`src/rtl/uart_pkg.sv`:
```
// Shared UART definitions for the transmit and receive paths.
package uart_pkg;
  localparam int UART_DATA_W      = 8;
  localparam int UART_CLK_FREQ_HZ = 6_250_000;
  localparam int UART_BAUD_RATE   = 230400;

  typedef enum logic [1:0] {IDLE, START, DATA, STOP} tx_state_t;
endpackage

```
`src/rtl/uart_tx_fifo.sv`:
```
// Byte FIFO in front of the UART shifter; show-ahead read, push and pop may coincide even when full.
// Depth must be a power of two, at least 2.
module uart_tx_fifo #(
  parameter int DEPTH = 16,
  parameter int W     = 8
) (
  input  logic                     clk,
  input  logic                     reset,
  input  logic                     push,
  input  logic [W-1:0]             din,
  input  logic                     pop,
  output logic [W-1:0]             dout,
  output logic                     full,
  output logic                     empty,
  output logic [$clog2(DEPTH):0]   count
);
  localparam int AW = $clog2(DEPTH);

  logic [W-1:0]  mem [DEPTH];
  logic [AW-1:0] wr_ptr, rd_ptr;
  logic          do_push, do_pop;

  assign full    = (count == (AW+1)'(DEPTH));
  assign empty   = (count == '0);
  // A push into a full FIFO is fine when the same edge frees a slot.
  assign do_push = push && (!full || pop);
  assign do_pop  = pop && !empty;
  assign dout    = mem[rd_ptr];

  always_ff @(posedge clk) begin
    if (do_push) mem[wr_ptr] <= din;
  end

  always_ff @(posedge clk) begin
    if (reset) begin
      wr_ptr <= '0;
      rd_ptr <= '0;
      count  <= '0;
    end else begin
      if (do_push) wr_ptr <= wr_ptr + AW'(1);
      if (do_pop)  rd_ptr <= rd_ptr + AW'(1);
      count <= count + (AW+1)'(do_push) - (AW+1)'(do_pop);
    end
  end
endmodule

```
`src/rtl/uart_transmitter.sv`:
```
// 8N1 UART transmitter, LSB first, one frame at a time over a valid/ready handshake.
// Define UART_TX_FIFO_EN to put a FIFO_DEPTH-entry byte FIFO in front for back-to-back streaming.
module uart_transmitter
  import uart_pkg::*;
#(
  parameter int CLK_FREQ_HZ = UART_CLK_FREQ_HZ,
  parameter int BAUD_RATE   = UART_BAUD_RATE,
  parameter int STOP_BITS   = 1,
  parameter int FIFO_DEPTH  = 16
) (
  input  logic                   clk,
  input  logic                   reset,
  input  logic [UART_DATA_W-1:0] tx_data,
  input  logic                   tx_valid,
  output logic                   tx_ready,
  output logic                   TxD,
  output logic                   tx_busy,
  output logic                   tx_done
);
  localparam int BIT_CYCLES  = CLK_FREQ_HZ / BAUD_RATE;
  localparam int STOP_CYCLES = STOP_BITS * BIT_CYCLES;
  localparam int CW          = $clog2(STOP_CYCLES);

  if (STOP_BITS != 1 && STOP_BITS != 2) begin : g_bad_stop_bits
    $error("uart_transmitter: STOP_BITS must be 1 or 2");
  end

  tx_state_t              state;
  logic [UART_DATA_W-1:0] shift;
  logic [2:0]             bit_idx;
  logic [CW-1:0]          cyc;
  logic                   bit_end, stop_end;
  logic                   idle_load, stop_load;
  logic [UART_DATA_W-1:0] load_dat;

  assign bit_end  = (cyc == CW'(BIT_CYCLES - 1));
  assign stop_end = (cyc == CW'(STOP_CYCLES - 1));

`ifdef UART_TX_FIFO_EN
  logic                      fifo_full, fifo_empty, fifo_pop;
  logic [$clog2(FIFO_DEPTH):0] fifo_cnt;

  // Popping on the last stop cycle chains straight into the next start bit.
  assign idle_load = (state == IDLE) && !fifo_empty;
  assign stop_load = (state == STOP) && stop_end && !fifo_empty;
  assign fifo_pop  = idle_load || stop_load;
  assign tx_ready  = !fifo_full;
  assign tx_busy   = (state != IDLE) || (fifo_cnt != '0);

  uart_tx_fifo #(.DEPTH(FIFO_DEPTH), .W(UART_DATA_W)) u_fifo (
    .clk   (clk),
    .reset (reset),
    .push  (tx_valid && !fifo_full),
    .din   (tx_data),
    .pop   (fifo_pop),
    .dout  (load_dat),
    .full  (fifo_full),
    .empty (fifo_empty),
    .count (fifo_cnt)
  );
`else
  assign idle_load = (state == IDLE) && tx_valid;
  assign stop_load = 1'b0;
  assign load_dat  = tx_data;
  assign tx_ready  = (state == IDLE);
  assign tx_busy   = (state != IDLE);
`endif

  always_ff @(posedge clk) begin
    if (reset) begin
      state   <= IDLE;
      TxD     <= 1'b1;
      tx_done <= 1'b0;
      shift   <= '0;
      bit_idx <= '0;
      cyc     <= '0;
    end else begin
      tx_done <= 1'b0;
      case (state)
        IDLE: begin
          TxD <= 1'b1;
          cyc <= '0;
          if (idle_load) begin
            shift <= load_dat;
            state <= START;
            TxD   <= 1'b0;
          end
        end
        START: begin
          if (bit_end) begin
            cyc     <= '0;
            bit_idx <= '0;
            state   <= DATA;
            TxD     <= shift[0];
          end else begin
            cyc <= cyc + CW'(1);
          end
        end
        DATA: begin
          if (bit_end) begin
            cyc   <= '0;
            shift <= {1'b0, shift[UART_DATA_W-1:1]};
            if (bit_idx == 3'(UART_DATA_W - 1)) begin
              state <= STOP;
              TxD   <= 1'b1;
            end else begin
              bit_idx <= bit_idx + 3'd1;
              TxD     <= shift[1];
            end
          end else begin
            cyc <= cyc + CW'(1);
          end
        end
        STOP: begin
          if (stop_end) begin
            cyc     <= '0;
            tx_done <= 1'b1;
            if (stop_load) begin
              shift <= load_dat;
              state <= START;
              TxD   <= 1'b0;
            end else begin
              state <= IDLE;
              TxD   <= 1'b1;
            end
          end else begin
            cyc <= cyc + CW'(1);
          end
        end
        default: begin
          state <= IDLE;
          TxD   <= 1'b1;
        end
      endcase
    end
  end
endmodule
```
`config.mk`:
```
export PLATFORM = sky130hd
export DESIGN_NAME = uart_transmitter
export DESIGN_NICKNAME = d
export VERILOG_FILES = /design/src/rtl/uart_pkg.sv /design/src/rtl/uart_tx_fifo.sv /design/src/rtl/uart_transmitter.sv
export SDC_FILE = /design/constraint.sdc
export NUM_CORES = 1
export LEC_CHECK = 0
export CAP_MARGIN = 0
export CORE_MARGIN = 2
export CORE_UTILIZATION = 52
export CTS_CLUSTER_DIAMETER = 120
export CTS_CLUSTER_SIZE = 40
export DETAILED_ROUTE_END_ITERATION = 6
export PLACE_DENSITY = 0.74
export SLEW_MARGIN = 40
export SYNTH_ARGS = -nofsm -noshare
export SYNTH_HDL_FRONTEND = slang
export SYNTH_HIERARCHICAL = 1
export SYNTH_SLANG_ARGS = --single-unit
```
`constraint.sdc`:
```
create_clock -name clk -period 2.4 [get_ports clk]
set_clock_uncertainty 0.05 [all_clocks]
set_input_delay 0.72 -clock clk [delete_from_list [all_inputs] [get_ports clk]]
set_output_delay 0.72 -clock clk [all_outputs]
set_load 0.02 [all_outputs]
```
==> impl_metrics.ini <==
[power_and_ir_drop]
irDropWorstVdd_uv = 716
power_density_nw_per_um2 = 1070
fin_total_pwr_mw = 1.29
p_leak_nw = 0.498

[outcome]
status = finished clean

[cts]
cts_tree = yes
clock-root-buffer = clkbuf_4
clock-sinks = 20
cts-htree-levels = 1
clk_path_buf_depth = 2
numCtsBuffers = 3
path_clk_slew_ps = 120
clock_latency_ps = 310
cts_setup_buffers = 0

[global_route]
overflow = 0
grt_use_total_pct = 18.6
grt_pass1_wl_mm = 2.90
first_global_vias = 699
grt_max_degree = 17
antenna_found_initial = 0

[synth]
synth_area_um2 = 1010
synth-edff-count = 0
yosys_warnings = 6
syn-instance-count = 104
ys_ff_latch = 20
synth_area_per_cell_um2 = 9.72
synth_cell_types = 29
synthArstFlopShare_pct = 0
synth_nets = 123
synth_ff_type = dfxtp_1
synth_seq_area_share_pct = 39.6

[sta]
rsz0062_at_grt = no
maxSlewHeadroom_pct = 70.1
tns_ps = 0
setup_slack_ps = 197
hold_viol = 0
timing.final.crit_period_ps = 2200
tightest_slew_ps = 448
max_clock_freq_ghz = 0.454
setup_violations = 0
finalMaxSlewViolations = 0
fin_crit_sh_pct = 91.8

[critical_path]
critPathKind = reg2out
worstPathArrival_ps = 1430
required_ps = 1630
cp-endpoint = tx_busy
crit_path_max_fanout = 6
reg2reg_from = state[0]
end_kind = primary output
worstRegToRegCells = 6
r2r_setup_slack_ps = 480
cp-start-kind = flop
crit_start = state[0]
r2r-end = state[1]

[finish]
final_common_cell = dfxtp_1
area_growth_pct = 19.7
finalNetCount = 140
antenna_cells = 0
fill_cells = 144
drive_gt1_share_pct = 9.17
final_cell_mix = dfxtp_1 (20), nor2_1 (19), clkdlybuf4s50_1 (12), mux2i_1 (10), ha_1 (8)

[die]
die_h_um = 48.1
die_w_um = 48.1
rows = 15
pin_count = 15
initial_core_util_pct = 56.7
core_area_um2 = 1780
die-area_um2 = 2310

[min_path]
hold_class = reg2reg

[routing]
drt-initial-drc-count = 9
wl_mm = 1.85
dr.pass1.iters = 3
vias = 764
drc = 0
wire_per_inst_um = 12.8
post_drt_via_cell_ratio = 5.27
ant_nets = 0

[place]
dpl.hpwl_mm = 1.43
pre_cts_ws_ps = 251
port_buffers = 14
gp_congestion = 0.777

[run]
drv_cap = 0
metal layers:
metal / wire length (µm) / track usage [%] / part of all wire, %
met5: 0 / 0 / 0
met4: 32 / 9.73 / 1.7
met3: 54 / 3.33 / 2.9
met2: 864 / 34.7 / 47
met1: 901 / 19.7 / 49
power breakdown:
part | leakage [nW] | switching (mW) | internal (mW)
sequential | 0.164 | 0.0615 | 0.430
clock | 0.0210 | 0.107 | 0.0926
combinational | 0.313 | 0.339 | 0.263
synth_stat cells, types with 2 or more instances:
cell / count / area share [%]
dfxtp_1: 20 / 40
nor2_1: 19 / 7.1
mux2i_1: 10 / 9.9
ha_1: 8 / 9.9
a21oi_1: 6 / 3.0
a211oi_1: 5 / 3.7
inv_1: 4 / 1.5
nand2b_1: 3 / 1.9
a211oi_2: 2 / 2.5
and2_0: 2 / 1.2
buf_2: 2 / 0.99
nand3_1: 2 / 0.99
nor2b_1: 2 / 1.2
o21ai_0: 2 / 0.99
o31ai_1: 2 / 1.5
xor2_1: 2 / 1.7
logic make-up after synthesis:
family	share of synthesized area, %
AO/OA/AOI/OAI	13.6
adder cells (fa/ha/maj)	9.90
flip-flops	39.6
buffers and inverters	4.33
XOR/XNOR	2.60
AND/OR/NAND/NOR	20.1
multiplexers	9.90
through the flow:
| stage | area, µm² | instances | util (%) | hold WS [ps] |
|---|---|---|---|---|
| floorplan | 1010 | 104 | - | 380 |
| global placement | 1180 | 141 | 66.0 | 400 |
| detailed placement | 1180 | 141 | 66.0 | 424 |
| CTS | 1210 | 145 | 67.9 | 443 |
| global route | 1210 | 145 | 67.9 | 471 |
| finish | 1210 | 145 | 67.9 | 440 |
worst min-delay path by stage:
stage | from | to | slack, ps | depth (start not counted)
floorplan | cyc[0] | cyc[0] | 380 | 1
global placement | cyc[0] | cyc[0] | 400 | 1
detailed placement | shift[7] | shift[7] | 420 | 2
CTS | shift[7] | shift[7] | 440 | 2
global route | cyc[0] | cyc[0] | 470 | 1
finish | shift[7] | shift[7] | 440 | 2
critical path, cell delays in order (launching register included):
cell and delay [ps]:
dfxtp_1 380, inv_1 90, ha_1 270, inv_1 70, dlygate4sd2_1 320
timing repair:
action	CTS	global route
resized for setup	2	0
endpoints found under the setup margin	2	0
hold buffers	0	0
area by class of cell:
| cell class | count | area (µm²) | share of cell area (%) |
|---|---|---|---|
| Multi-Input combinational cell | 75 | 567 | 46.8 |
| Tap cell | 25 | 31.3 | 2.59 |
| Clock buffer | 4 | 36.3 | 3.00 |
| Inverter | 4 | 15.0 | 1.24 |
| Timing Repair Buffer | 17 | 160 | 13.2 |
| Sequential cell | 20 | 400 | 33.1 |
sequential cells by signal (all words and copies together) (netlist names):
name     flops
bit_idx      3
tx_done      1
TxD          1
state        2
cyc          5
shift        8
Note: power is estimated with default switching activity, not from simulation.
